## src/rtl/wb_arbiter.sv

```systemverilog
// Writeback arbiter: picks one completed result per cycle from ip/lsp/md
// (high-priority first, round-robin otherwise) and registers it onto the RF write and retire ports.
module wb_arbiter #(
  parameter int unsigned CNT_W = 64
) (
  input  logic             clk,
  input  logic             rst,

  input  logic [4:0]       ip_wb_dst,
  input  logic [63:0]      ip_wb_result,
  input  logic [63:0]      ip_wb_pc,
  input  logic             ip_wb_wb_en,
  input  logic             ip_wb_hipri,
  input  logic             ip_wb_valid,
  output logic             ip_wb_ready,

  input  logic [4:0]       lsp_wb_dst,
  input  logic [63:0]      lsp_wb_result,
  input  logic [63:0]      lsp_wb_pc,
  input  logic             lsp_wb_wb_en,
  input  logic             lsp_wb_hipri,
  input  logic             lsp_wb_valid,
  output logic             lsp_wb_ready,

  input  logic [4:0]       md_wb_dst,
  input  logic [63:0]      md_wb_result,
  input  logic [63:0]      md_wb_pc,
  input  logic             md_wb_wb_en,
  input  logic             md_wb_hipri,
  input  logic             md_wb_valid,
  output logic             md_wb_ready,

  input  logic             wb_stall,

  output logic             rf_wen,
  output logic [4:0]       rf_wdst,
  output logic [63:0]      rf_wdata,
  output logic [63:0]      wb_ix_forwarding,
  output logic             wb_retire_valid,
  output logic [63:0]      wb_retire_pc,
  output logic [1:0]       wb_retire_src,
  output logic [CNT_W-1:0] wb_retire_count
);

  localparam int unsigned NSRC   = 3;
  localparam int unsigned DST_W  = 5;
  localparam int unsigned DATA_W = 64;
  localparam int unsigned IDX_W  = 2;

  localparam logic [IDX_W-1:0] SRC_IP  = 2'd0;
  localparam logic [IDX_W-1:0] SRC_LSP = 2'd1;
  localparam logic [IDX_W-1:0] SRC_MD  = 2'd2;

  typedef struct packed {
    logic [DST_W-1:0]  dst;
    logic [DATA_W-1:0] result;
    logic [DATA_W-1:0] pc;
    logic              wb_en;
  } wb_req_t;

  logic [NSRC-1:0]  valid_c;
  logic [NSRC-1:0]  hipri_c;
  logic [NSRC-1:0]  urgent_c;
  logic             gnt_vld_c;
  logic [IDX_W-1:0] gnt_idx_c;
  logic [2:0]       cand_c;
  logic             found_c;
  wb_req_t          sel_c;

  logic [IDX_W-1:0] rr_ptr_q, rr_ptr_d;
  logic             rf_wen_q, rf_wen_d;
  logic [DST_W-1:0] rf_wdst_q, rf_wdst_d;
  logic [DATA_W-1:0] rf_wdata_q, rf_wdata_d;
  logic             retire_valid_q, retire_valid_d;
  logic [DATA_W-1:0] retire_pc_q, retire_pc_d;
  logic [IDX_W-1:0] retire_src_q, retire_src_d;
  logic [CNT_W-1:0] retire_count_q, retire_count_d;

  assign valid_c  = {md_wb_valid, lsp_wb_valid, ip_wb_valid};
  assign hipri_c  = {md_wb_hipri, lsp_wb_hipri, ip_wb_hipri};
  assign urgent_c = valid_c & hipri_c;

  // Grant selection: uses only valid/hipri/stall and rr_ptr, never payload.
  always_comb begin
    gnt_vld_c = 1'b0;
    gnt_idx_c = SRC_IP;
    cand_c    = 3'd0;
    found_c   = 1'b0;
    if (!wb_stall) begin
      if (|urgent_c) begin
        gnt_vld_c = 1'b1;
        if (urgent_c[0])      gnt_idx_c = SRC_IP;
        else if (urgent_c[1]) gnt_idx_c = SRC_LSP;
        else                  gnt_idx_c = SRC_MD;
      end else begin
        for (int k = 0; k < int'(NSRC); k++) begin
          cand_c = 3'(rr_ptr_q) + 3'(k);
          if (cand_c >= 3'(NSRC)) cand_c = cand_c - 3'(NSRC);
          if (!found_c && valid_c[cand_c[1:0]]) begin
            found_c   = 1'b1;
            gnt_vld_c = 1'b1;
            gnt_idx_c = cand_c[1:0];
          end
        end
      end
    end
  end

  assign ip_wb_ready  = gnt_vld_c && (gnt_idx_c == SRC_IP);
  assign lsp_wb_ready = gnt_vld_c && (gnt_idx_c == SRC_LSP);
  assign md_wb_ready  = gnt_vld_c && (gnt_idx_c == SRC_MD);

  // Payload mux for the granted source.
  always_comb begin
    sel_c = '0;
    case (gnt_idx_c)
      SRC_LSP: sel_c = '{dst: lsp_wb_dst, result: lsp_wb_result, pc: lsp_wb_pc, wb_en: lsp_wb_wb_en};
      SRC_MD:  sel_c = '{dst: md_wb_dst,  result: md_wb_result,  pc: md_wb_pc,  wb_en: md_wb_wb_en};
      default: sel_c = '{dst: ip_wb_dst,  result: ip_wb_result,  pc: ip_wb_pc,  wb_en: ip_wb_wb_en};
    endcase
  end

  // Next-state: strobes drop without a grant, data fields hold.
  always_comb begin
    rr_ptr_d       = rr_ptr_q;
    rf_wen_d       = 1'b0;
    rf_wdst_d      = rf_wdst_q;
    rf_wdata_d     = rf_wdata_q;
    retire_valid_d = 1'b0;
    retire_pc_d    = retire_pc_q;
    retire_src_d   = retire_src_q;
    retire_count_d = retire_count_q;
    if (gnt_vld_c) begin
      rf_wen_d       = sel_c.wb_en && (sel_c.dst != '0);
      rf_wdst_d      = sel_c.dst;
      rf_wdata_d     = sel_c.result;
      retire_valid_d = 1'b1;
      retire_pc_d    = sel_c.pc;
      retire_src_d   = gnt_idx_c;
      retire_count_d = retire_count_q + CNT_W'(1);
      rr_ptr_d       = (gnt_idx_c == SRC_MD) ? SRC_IP : gnt_idx_c + IDX_W'(1);
    end
  end

  always_ff @(posedge clk or posedge rst) begin
    if (rst) begin
      rr_ptr_q       <= SRC_IP;
      rf_wen_q       <= 1'b0;
      rf_wdst_q      <= '0;
      rf_wdata_q     <= '0;
      retire_valid_q <= 1'b0;
      retire_pc_q    <= '0;
      retire_src_q   <= '0;
      retire_count_q <= '0;
    end else begin
      rr_ptr_q       <= rr_ptr_d;
      rf_wen_q       <= rf_wen_d;
      rf_wdst_q      <= rf_wdst_d;
      rf_wdata_q     <= rf_wdata_d;
      retire_valid_q <= retire_valid_d;
      retire_pc_q    <= retire_pc_d;
      retire_src_q   <= retire_src_d;
      retire_count_q <= retire_count_d;
    end
  end

  assign rf_wen           = rf_wen_q;
  assign rf_wdst          = rf_wdst_q;
  assign rf_wdata         = rf_wdata_q;
  assign wb_ix_forwarding = rf_wdata_q;
  assign wb_retire_valid  = retire_valid_q;
  assign wb_retire_pc     = retire_pc_q;
  assign wb_retire_src    = retire_src_q;
  assign wb_retire_count  = retire_count_q;

endmodule

```

## config.mk

```make
export PLATFORM = sky130hd
export DESIGN_NAME = wb_arbiter
export DESIGN_NICKNAME = d
export VERILOG_FILES = /design/src/rtl/wb_arbiter.sv
export SDC_FILE = /design/constraint.sdc
export NUM_CORES = 1
export LEC_CHECK = 0
export CAP_MARGIN = 20
export CORE_AREA = 2 2 263 265
export DETAILED_ROUTE_END_ITERATION = 8
export DIE_AREA = 0 0 265 267
export PLACE_DENSITY_LB_ADDON = 0.08
export RECOVER_POWER = 50
export SYNTH_ARGS = -nofsm -noshare
export SYNTH_HDL_FRONTEND = slang
export SYNTH_SLANG_ARGS = --single-unit
export TNS_END_PERCENT = 5
```

## constraint.sdc

```tcl
create_clock -name clk -period 7.3 [get_ports clk]
set_input_delay 0.73 -clock clk [delete_from_list [all_inputs] [get_ports clk]]
set_output_delay 0.73 -clock clk [all_outputs]
set_load 0.02 [all_outputs]
```

# Yosys cells after proc, flatten, opt, wreduce, memory -nomap -nowiden
# Cells that the tools add are included.
[totals]
regBits = 203
out_inout_bits = 268
input_bits = 411
[op_classes]
n_mux = 36
n_reduce_logical = 11
bitwise_logic = 1
n_addsub = 7
magnitude_cmp = 6
eq_ne = 2
[op_table]
columns = ["operator", "count"]
rows = [
  ["$pmux 134 s2", 1],
  ["$add 64x1->64 const B", 1],
  ["$mux 2", 17],
  ["$mux 1", 15],
  ["$lt 2x3->1 const B", 3],
  ["$bmux 1 s2", 3],
  ["$ge 3x2->1 const B", 2],
  ["$logic_and 1x1->1", 6],
  ["$sub 2x2->2 const B", 3],
  ["$reduce_bool 5->1", 1],
  ["$add 2x1->3 const B", 1],
  ["$add 2x2->3 const B", 1],
  ["$and 3x3->3", 1],
  ["$reduce_or 3->1", 1],
  ["$add 2x1->2 const B", 1],
  ["$eq 2x1->1 const B", 1],
  ["$eq 2x2->1 const B", 1],
  ["$ge 2x2->1 const B", 1],
  ["$logic_not 1->1", 2],
  ["$logic_not 2->1", 1],
]

# Longest topological paths before layout
# Gate-level depths: netlist of the first run.
[depth]
depth_word = 24
mapped_depth = 15
mapped_depth_nobuf = 13

# Worst setup path after synthesis of the first run
# OpenSTA, ideal clock, no wires.
[synth_path]
path_type = "input -> output"
start = "input md_wb_valid"
end = "output md_wb_ready"
cell_stages = 9
arrival_ps = 3094
required_ps = 6570
slack_ps = 3476
path_buffers = 3
cell_sequence = "mux2_1 > a222oi_1 > a221oi_1 > nor2_1 > ha_1 > clkbuf_1 > clkbuf_1 > clkbuf_1 > and2_1"
[synth_via]
elab_chain_cells = 17
elab_cells_between_ends = 29
cone_classes = "1 x eq/ne; 21 x mux; 1 x bitwise; 6 x reduce/logical"
[synth_rtl]
columns = ["item", "line", "rtl"]
rows = [
  ["from (decl)", "30", "input logic md_wb_valid,"],
  ["$bmux 1 s2", "99", "if (!found_c && valid_c[cand_c[1:0]]) begin"],
  ["$mux 1 (implied by the code)", "99", ""],
  ["$mux 1", "99", ""],
  ["$mux 1", "90", "if (|urgent_c) begin"],
  ["$mux 1", "89", "if (!wb_stall) begin"],
  ["$logic_not 1->1", "99", ""],
  ["$logic_and 1x1->1", "99", ""],
  ["$mux 1", "99", ""],
  ["(+2 left out)", "-", ""],
  ["$logic_not 1->1", "99", ""],
  ["$logic_and 1x1->1", "99", ""],
  ["$mux 2", "99", ""],
  ["$mux 2 *", "90", ""],
  ["$mux 2 *", "89", ""],
  ["via gnt_idx_c[1]", "65", "logic [IDX_W-1:0] gnt_idx_c;"],
  ["$eq 2x2->1 *", "111", "assign md_wb_ready = gnt_vld_c && (gnt_idx_c == SRC_MD);"],
  ["$logic_and 1x1->1 *", "111", ""],
  ["to (decl)", "31", "output logic md_wb_ready,"],
]
# The timed path passes the listed nets; every way through them passes the cells marked *. The select of a mux whose other input is x is not followed.

# Final worst setup path of the first run
[layout_path]
start = "register rr_ptr_q[1]"
end = "output md_wb_ready"
[layout_via]
elab_chain_cells = 21
elab_cells_between_ends = 44
cone_classes = "5 x add/sub; 3 x order compare; 1 x eq/ne; 30 x mux; 5 x reduce/logical"
[layout_rtl]
columns = ["item", "line", "rtl"]
rows = [
  ["from (decl)", "70", "logic [IDX_W-1:0] rr_ptr_q, rr_ptr_d;"],
  ["from (signal assigned)", "156", "rr_ptr_q <= rr_ptr_d;"],
  ["$sub 2x2->2 / $ge 2x2->1 (equally long branches)", "98", "if (cand_c >= 3'(NSRC)) cand_c = cand_c - 3'(NSRC);"],
  ["$mux 2", "98", ""],
  ["$mux 2", "90", ""],
  ["$mux 2", "89", ""],
  ["$bmux 1 s2", "99", ""],
  ["$mux 1 (implied by the code)", "99", ""],
  ["$mux 1", "99", ""],
  ["$mux 1", "90", ""],
  ["(+6 left out)", "-", ""],
  ["$logic_not 1->1", "99", ""],
  ["$logic_and 1x1->1", "99", ""],
  ["$mux 2 *", "99", ""],
  ["$mux 2 *", "90", ""],
  ["$mux 2 *", "89", ""],
  ["via gnt_idx_c[1]", "65", ""],
  ["$eq 2x2->1 *", "111", ""],
  ["$logic_and 1x1->1 *", "111", ""],
]
# Marked as above.

==> results of run 1 <==
[flip-flops by register name (all words and copies together) (netlist names)]
name / count
wb_retire_count: 64
rf_wdata: 64
rr_ptr_q: 2
wb_retire_src: 2
wb_retire_pc: 64
rf_wdst: 5
rf_wen: 1
wb_retire_valid: 1
[synthesized netlist by cell type (all sizes together) (20+ instances only)]
cell type  count  area [um^2]
nand2        298         1120
o21ai        266         1330
dfrtp        203         5080
a22oi        134         1010
buf           88          691
clkbuf        75          285
xor2          33          289
xnor2         30          263
nand4         28          181
nand3         26          130
nor4          22          144
nor2          20         75.1
[final timing paths]
kind                            slack [ns]                         start  cells after the start                              end
worst min-delay path                  0.47  wb_retire_src[0]$_DFFE_PP0P_                      1     wb_retire_src[0]$_DFFE_PP0P_
worst max register to register        2.98       rr_ptr_q[1]$_DFFE_PP0P_                     11         rf_wdata[51]$_DFFE_PP0P_
max in group asynchronous             2.34                           rst                      3         rf_wdata[20]$_DFFE_PP0P_
worst min register to register        0.47  wb_retire_src[0]$_DFFE_PP0P_                      1     wb_retire_src[0]$_DFFE_PP0P_
min in group asynchronous             1.83                           rst                      2  wb_retire_count[55]$_DFFE_PP0P_
worst max-delay path                  2.20       rr_ptr_q[1]$_DFFE_PP0P_                      9                      md_wb_ready
[cell type report]
class | instances | area [um^2] | area share (%)
Multi-Input combinational cell | 925 | 5110 | 26.6
Inverter | 15 | 57.6 | 0.300
Clock inverter | 12 | 116 | 0.606
Clock buffer | 37 | 806 | 4.20
Tap cell | 882 | 1100 | 5.75
Sequential cell | 203 | 5080 | 26.5
Antenna cell | 3 | 7.51 | 0.0391
Timing Repair Buffer | 692 | 6920 | 36.1
[kinds of logic (layout without fill, tap and decap cells)]
kind of cell,after synthesis,in the layout
buf+inv,178,756
other cells,0,3
simple gates,431,431
xor+xnor,63,63
flops,203,203
fa+ha+maj,9,9
mux,3,3
compound gates,419,419
[through the flow]
step	power [mW]	hold slack, ns
2_1_floorplan	2.41	0.537
3_3_place_gp	3.42	0.464
3_5_place_dp	3.42	0.465
4_1_cts	4.87	0.479
5_1_grt	4.97	0.496
6_report	4.68	0.468
[power breakdown]
part           switching [mW]  internal [mW]  leakage [nW]  total, mW
combinational           0.969          0.786          4.44       1.76
sequential              0.196           1.33          2.52       1.53
clock                   0.553          0.839         0.461       1.39
[critical path, stage by stage (launching register included)]
cell             delay, ns
dfrtp_1               0.39
inv_1                 0.08
ha_1                  0.27
mux2_1                0.35
a222oi_1              0.75
a221oi_1              0.17
nor2_1                0.31
ha_4                  0.59
and2_1                0.23
clkdlybuf4s50_1       0.60
[layer usage]
metal	track usage (%)	routed length, um
met5	0	30
met4	3.02	839
met3	5.13	4710
met2	29.9	31500
met1	18.0	22900
==> metrics.yaml, run 1 <==
final_common_cell: "clkdlybuf4s50_1"
ys_types: 45
async_flop_share_pct: 100
syn2layout_area_growth_pct: 71.9
final_core_util_pct: 28.2
cts_tree: "yes"
outcome: "finished with violations"
setup_viol: 0
synth_top_family_by_area: "compound AO/OA/AOI/OAI gates"
dp_slack_ns: 2.24
finalHoldViolCount: 0
synth_xor_area_share_pct: 4.94
crit_required_ns: 6.57
drive_gt1_share_pct: 3.87
syn_area_per_cell_um2: 8.55
ys_ff_latch: 203
track_usage_pct: 16.1
cp-end-kind: "output port"
hold_buffers: 0
fp-row-count: 96
seq_area_frac_synth_pct: 45.5
fin_crit_ns: 5.10
worst-setup-path-type: "register to output port"
fin_crit_sh_pct: 69.8
fillCellCount: 7237
setup_ws_ns: 2.20
final_cell_mix: "535 x clkdlybuf4s50_1, 298 x nand2_1, 228 x o21ai_0"
synth_compound_area_share_pct: 22.3
numCtsBuffers: 29
dr_total_vias: 11700
io_buffers: 678
worstSetupStartpointType: "register"
gp_congestion: 0.802
finalInstanceArea_um2: 19200
clk_latency_ns: 0.56
core_area_um2: 68000
muxShareOfSynthArea_pct: 0.291
cts_sinks: 203
ctsHtreeMaxLevel: 1
first_iter_violations: 678
clk_pin_slew_ns: 0.06
relSlewSlack_pct: -169
netlist_area_um2: 11200
die_w_um: 265
critPathMaxFanout: 51
max_freq_ghz: 0.196
rsz0062_at_grt: "no"
max_slew.worst_pin.slew_ns: 4.02
start_util_pct: 16.4
gr-total-overflow: 0
wire_per_inst_um: 21.6
grt_first_pass_wirelength_um: 84900
clk_path_buf_depth: 3
synthAdderAreaFrac_pct: 0.986
p_leak_nw: 7.42
crit_arrival_ns: 4.37
placed_cells: 2717
pin_count: 679
post_cts_buffers: 0
grt_max_degree: 111
cts_root_buf: "clkbuf_16"
yosys.area_share.simple_pct: 16.8
die-area_um2: 70800
synth_cells: 1306
firstDrtPassIters: 5
totalWireLength_um: 59900
final_cell_count_no_fill: 2769
place_area_um2: 18300
synth_nets: 1725
ys.flop_type: "dfrtp_1"
yosys_warnings: 0
hpwl_um: 46600
drc_errors: 0
p_per_area_nw_per_um2: 244
maxCapViolations: 3
grt_pass1_vias: 11900
detail-route-antenna-nets: 0
vdd_drop_max_uv: 148
antenna_found_initial: 7
layout.nets: 2285
die_h_um: 267
hold_class: "register to register"
synth_edf_count: 0
fin_setup_tns_ns: 0
viasPerCell: 4.22
cts_resized: 0
skew_ns: 0.0115
maxSlewViolCount: 208
violations: "capacitance limit, slew limit"
Note: power is estimated with default switching activity, not from simulation.
==> run 2, diff against run 1 <==
==> constraint.sdc (replaced) <==
create_clock -name clk -period 4.8 [get_ports clk]
set_input_delay 0.48 -clock clk [delete_from_list [all_inputs] [get_ports clk]]
set_output_delay 0.48 -clock clk [all_outputs]
set_load 0.02 [all_outputs]
==> metrics.yaml, run 2 (synthesis gave the netlist of run 1 again) <==
viasPerCell: 4.23  # +0.20%
gr-total-overflow: 0  # unchanged
cts_resized: 0  # unchanged
min_from: "wb_retire_count[63]$_DFFE_PP0P_"
fin_setup_tns_ns: 0  # unchanged
setup_viol: 0  # unchanged
drc_errors: 0  # unchanged
cts_sinks: 203  # unchanged
p_leak_nw: 7.45  # +0.38%
cts_tree: "yes"
skew_ns: 0.0107  # -0.000778 ns
fin_crit_ns: 4.43
wire_per_inst_um: 22.1  # +2.0%
pin_count: 679  # unchanged
post_cts_buffers: 0  # unchanged
vdd_drop_max_uv: 226  # +53%
max_freq_ghz: 0.226
critPathMaxFanout: 13  # -75%
rrSetupSlack_ns: 0.98  # -2.00 ns
hpwl_um: 47800  # +2.5%
clk_pin_slew_ns: 0.06  # about the same
final_cell_mix: "543 x clkdlybuf4s50_1, 298 x nand2_1, 228 x o21ai_0"
r2r_end: "wb_retire_pc[25]$_DFFE_PP0P_"
dr_total_vias: 11700  # +0.38%
die_h_um: 267  # unchanged
detail-route-antenna-nets: 0  # unchanged
cp-end-kind: "output port"
final_core_util_pct: 28.3  # +0.076 points
cts_root_buf: "clkbuf_16"
rsz0062_at_grt: "no"
gp_congestion: 0.798  # -0.52%
core_area_um2: 68000  # unchanged
ctsHtreeMaxLevel: 1  # unchanged
clk_latency_ns: 0.55  # about the same
p_per_area_nw_per_um2: 371  # +52%
fp-row-count: 96  # unchanged
hold_class: "register to register"
violations: "capacitance limit, slew limit"
clk_path_buf_depth: 3  # unchanged
crit_required_ns: 4.32  # -2.25 ns
grt_pass1_vias: 11900  # +0.36%
hold_buffers: 0  # unchanged
totalWireLength_um: 61300  # +2.2%
finalHoldViolCount: 0  # unchanged
relSlewSlack_pct: -92.5  # +77 points
io_buffers: 678  # unchanged
layout.nets: 2293  # +0.35%
first_iter_violations: 521  # -23%
fillCellCount: 7263  # +0.36%
maxSlewViolCount: 205  # -1.4%
maxCapViolations: 2  # -1
rr_startpoint: "rr_ptr_q[0]$_DFFE_PP0P_"
antenna_found_initial: 4  # -3
grt_first_pass_wirelength_um: 86500  # +1.9%
outcome: "finished with violations"
holdPathEnd: "wb_retire_count[63]$_DFFE_PP0P_"
min_path_cells: 1  # unchanged
fin_crit_sh_pct: 92.4
start_util_pct: 16.4  # unchanged
max_slew.worst_pin.slew_ns: 2.89  # -1.13 ns
firstDrtPassIters: 5  # unchanged
final_common_cell: "clkdlybuf4s50_1"
grt_max_degree: 143  # +29%
worstSetupStartpointType: "register"
drive_gt1_share_pct: 3.97  # +0.094 points
worst-setup-path-type: "register to output port"
rr_worst_depth: 13  # +2
numCtsBuffers: 28  # -3.4%
crit_arrival_ns: 3.95  # -0.42 ns
die-area_um2: 70800  # unchanged
die_w_um: 265  # unchanged
total_power_mw: 7.15  # +53%
syn2layout_area_growth_pct: 72.4
track_usage_pct: 16.5  # +0.37 points
run 2: routing by layer:
layer	vias up	wire [um]	GRT usage (%)
met3	55	4820	5.18
met1	5583	23600	18.7
met4	6	754	2.84
li1	5663	-	-
met2	422	32000	30.4
met5	-	41	0
run 2: metrics by stage:
step	setup WS (ns)	cells	hold WS, ns	area [um^2]
after floorplan	1.25	1306	0.537	11200
after global placement	0.654	2726	0.463	18400
after detailed placement	0.623	2726	0.465	18400
after CTS	0.275	2772	0.474	19300
after global routing	0.177	2772	0.494	19300
final	0.367	2774	0.467	19300
run 2: critical path, stage by stage, from the launching register on:
cell and delay [ns]:
dfrtp_1 0.35, inv_1 0.06, ha_1 0.39, a22o_1 0.24
a222oi_1 0.35, buf_4 0.21, a221oi_1 0.08, nor2_1 0.31
inv_1 0.22, ha_4 0.28, and2_1 0.30, clkdlybuf4s50_1 0.61
run 2: how the worst max path moves through the flow:
stage | depth (start not counted) | from | slack, ns | endpoint
2_1_floorplan | 11 | rr_ptr_q[0]$_DFFE_PP0P_ | 1.25 | md_wb_ready
3_3_place_gp | 10 | md_wb_valid | 0.65 | lsp_wb_ready
3_5_place_dp | 10 | md_wb_valid | 0.62 | lsp_wb_ready
4_1_cts | 11 | rr_ptr_q[0]$_DFFE_PP0P_ | 0.28 | lsp_wb_ready
5_1_grt | 11 | rr_ptr_q[0]$_DFFE_PP0P_ | 0.18 | lsp_wb_ready
6_report | 11 | rr_ptr_q[0]$_DFFE_PP0P_ | 0.37 | lsp_wb_ready
run 2: final cells by class:
cell class	count	area, um^2	share of cell area (%)
timing repair buffer	701	7000	36.4
multi-input combinational	925	5110	26.5
sequential	203	5080	26.4
tap	882	1100	5.73
clock buffer	41	821	4.26
clock inverter	5	75.1	0.390
inverter	15	57.6	0.299
antenna	2	5.00	0.0260
run 2: report_power, final:
group	internal (mW)	total [mW]	switching (mW)	leakage, nW
combinational	1.21	2.71	1.49	4.49
clock	1.27	2.10	0.829	0.442
sequential	2.03	2.34	0.308	2.52
total	4.51	7.15	2.63	7.45
==> run 3, diff against run 2 <==
--- a/config.mk
+++ b/config.mk
@@ -7,6 +7,7 @@
 export LEC_CHECK = 0
 export CAP_MARGIN = 20
 export CORE_AREA = 2 2 263 265
+export CTS_BUF_LIST = sky130_fd_sc_hd__clkbuf_16
 export DETAILED_ROUTE_END_ITERATION = 8
 export DIE_AREA = 0 0 265 267
 export PLACE_DENSITY_LB_ADDON = 0.08
@@ -14,4 +15,4 @@
 export SYNTH_ARGS = -nofsm -noshare
 export SYNTH_HDL_FRONTEND = slang
 export SYNTH_SLANG_ARGS = --single-unit
-export TNS_END_PERCENT = 5
+export TNS_END_PERCENT = 10
==> metrics.yaml, run 3 (synthesis gave the netlist of run 1 again) <==
outcome: "finished with violations"
violations: "capacitance limit, slew limit"
maxSlewViolCount: 205  # unchanged
die-area_um2: 70800  # unchanged
final_cell_mix: "543 x clkdlybuf4s50_1, 298 x nand2_1, 228 x o21ai_0"
cts_sinks: 203  # unchanged
hold_buffers: 0  # unchanged
layout.nets: 2293  # unchanged
cp_common_cell: "inv_1"
relSlewSlack_pct: -93.2  # -0.66 points
power_frac_clock_pct: 28.4  # -1.0 points
cts_resized: 0  # unchanged
drive_gt1_share_pct: 3.70  # -0.26 points
worst-setup-path-type: "register to output port"
cp_num_buf_inv: 4  # unchanged
numCtsBuffers: 28  # unchanged
placed_cells: 2726  # unchanged
cts_root_buf: "clkbuf_16"
finalHoldViolCount: 0  # unchanged
maxCapViolations: 2  # unchanged
crit_arrival_ns: 3.96  # about the same
p_leak_nw: 7.45  # about the same
cp-end-kind: "output port"
final_core_util_pct: 28.3  # -0.070 points
combPwrFrac_pct: 38.4  # +0.5 points
crit_required_ns: 4.32  # about the same
core_area_um2: 68000  # unchanged
total_power_mw: 7.05  # -1.4%
fin_setup_tns_ns: 0  # unchanged
cts_tree: "yes"
grt_max_degree: 143  # unchanged
grt_first_pass_wirelength_um: 86500  # about the same
max_freq_ghz: 0.225  # about the same
fin_crit_ns: 4.44  # +0.00308 ns
antenna_found_initial: 4  # unchanged
gr-total-overflow: 0  # unchanged
die_w_um: 265  # unchanged
hold_ws_ns: 0.467  # -0.00000100 ns
slowest_stage: "clkdlybuf4s50_1"
wire_per_inst_um: 22.1  # about the same
detail-route-antenna-nets: 0  # unchanged
ctsHtreeMaxLevel: 1  # unchanged
clk_latency_ns: 0.55  # about the same
totalWireLength_um: 61300  # +0.12%
dr_total_vias: 11700  # +0.15%
first_iter_violations: 545  # +4.6%
syn2layout_area_growth_pct: 72.0
max_slew.worst_pin.slew_ns: 2.90  # +0.00985 ns
p_per_area_nw_per_um2: 367  # -1.1%
rsz0062_at_grt: "no"
firstDrtPassIters: 5  # unchanged
hold_class: "register to register"
p_switching_mw: 2.63  # about the same
final_cell_count_no_fill: 2775  # +0.036%
setup_viol: 0  # unchanged
drc_errors: 0  # unchanged
cp.depth: 11  # unchanged
io_buffers: 678  # unchanged
multi_input_area_um2: 5110  # unchanged
crit_family: "buffers and inverters"
gp_congestion: 0.798  # unchanged
vdd_drop_max_uv: 226  # -0.28%
fillCellCount: 7268  # +0.069%
clk_path_buf_depth: 3  # unchanged
cpPeakStageDelay_ns: 0.61  # about the same
endpoint: "lsp_wb_ready"
rr_startpoint: "rr_ptr_q[0]$_DFFE_PP0P_"
rrSetupSlack_ns: 0.98  # about the same
clk_pin_slew_ns: 0.06  # about the same
post_cts_buffers: 0  # unchanged
p_int_mw: 4.42  # -2.1%
fin_crit_sh_pct: 92.4  # about the same
p_seq_share_pct: 33.1  # +0.4 points
r2r_end: "wb_retire_pc[25]$_DFFE_PP0P_"
track_usage_pct: 16.5  # about the same
fp-row-count: 96  # unchanged
grt_pass1_vias: 11900  # -0.017%
cp_cell_sequence: "inv_1, ha_1, a22o_1, a222oi_1, buf_4, a221oi_1, nor2_1, inv_1, ha_4, and2_1, clkdlybuf4s50_1"
regArea_um2: 5080  # unchanged
rr_worst_depth: 13  # unchanged
p_sw_share_pct: 37.3  # +0.48 points
start_util_pct: 16.4  # unchanged
die_h_um: 267  # unchanged
critPathLaunch: "rr_ptr_q[0]$_DFFE_PP0P_"
pin_count: 679  # unchanged
skew_ns: 0.00965  # -0.00108 ns
hpwl_um: 47800  # unchanged
final_common_cell: "clkdlybuf4s50_1"
critPathMaxFanout: 13  # unchanged
viasPerCell: 4.23  # +0.12%
worstSetupStartpointType: "register"
## run 3: cell types whose count changed in the layout (fill, tap and decap cells not counted), sizes merged
cell / before / now
clkbuf: 43 / 31
inv: 14 / 21
clkinv: 3 / 8
diode: 2 / 3
## run 3: worst min-delay path by stage
stage	startpoint	end	slack, ns	cells past startpoint
after detailed placement	wb_retire_src[0]$_DFFE_PP0P_	wb_retire_src[0]$_DFFE_PP0P_	0.47	1
final	wb_retire_count[63]$_DFFE_PP0P_	wb_retire_count[63]$_DFFE_PP0P_	0.47	1
after CTS	rst	rf_wdata[42]$_DFFE_PP0P_	0.48	3
after floorplan	rr_ptr_q[1]$_DFFE_PP0P_	rr_ptr_q[1]$_DFFE_PP0P_	0.54	2
after global placement	wb_retire_src[1]$_DFFE_PP0P_	wb_retire_src[1]$_DFFE_PP0P_	0.46	1
after global routing	wb_retire_count[63]$_DFFE_PP0P_	wb_retire_count[63]$_DFFE_PP0P_	0.49	1
## run 3: final cells by class
type                            count  share of cell area, %
Sequential cell                   203                   26.4
Tap cell                          882                   5.75
Clock buffer                       29                   3.78
Antenna cell                        3                 0.0391
Multi-Input combinational cell    925                   26.6
Clock inverter                     17                  0.625
Inverter                           15                  0.300
Timing Repair Buffer              701                   36.5
## run 3: per-stage QoR
stage | instance area [um^2] | setup WS (ns)
5_1_grt | 19200 | 0.177
3_3_place_gp | 18400 | 0.654
2_1_floorplan | 11200 | 1.25
4_1_cts | 19200 | 0.275
6_report | 19200 | 0.364
3_5_place_dp | 18400 | 0.623
## run 3: metal layers
| layer | track usage (%) | up-vias | part of all wire (%) |
|---|---|---|---|
| met5 | 0 | - | 0.067 |
| met4 | 2.84 | 6 | 1.2 |
| met3 | 5.18 | 55 | 8.1 |
| met2 | 30.4 | 448 | 52 |
| met1 | 18.7 | 5569 | 38 |
| li1 | - | 5669 | - |
## run 3: worst register-to-register path, delay by kind of cell, from the launching register on
kind,cells,cell delay (ns)
AO/OA/AOI/OAI,5,0.85
AND/OR/NAND/NOR,2,0.43
adder cells (fa/ha/maj),2,1.07
buffers and inverters,4,0.96
flip-flops,1,0.35
## run 3: power by group through the flow
stage	Clock, mW	Sequential [mW]	Combinational, mW
final	2.00	2.34	2.71
after global routing	2.15	2.39	2.92
after CTS	2.10	2.37	2.86
after detailed placement	0	2.39	2.85
after global placement	0	2.38	2.85
after floorplan	0	2.66	1.01
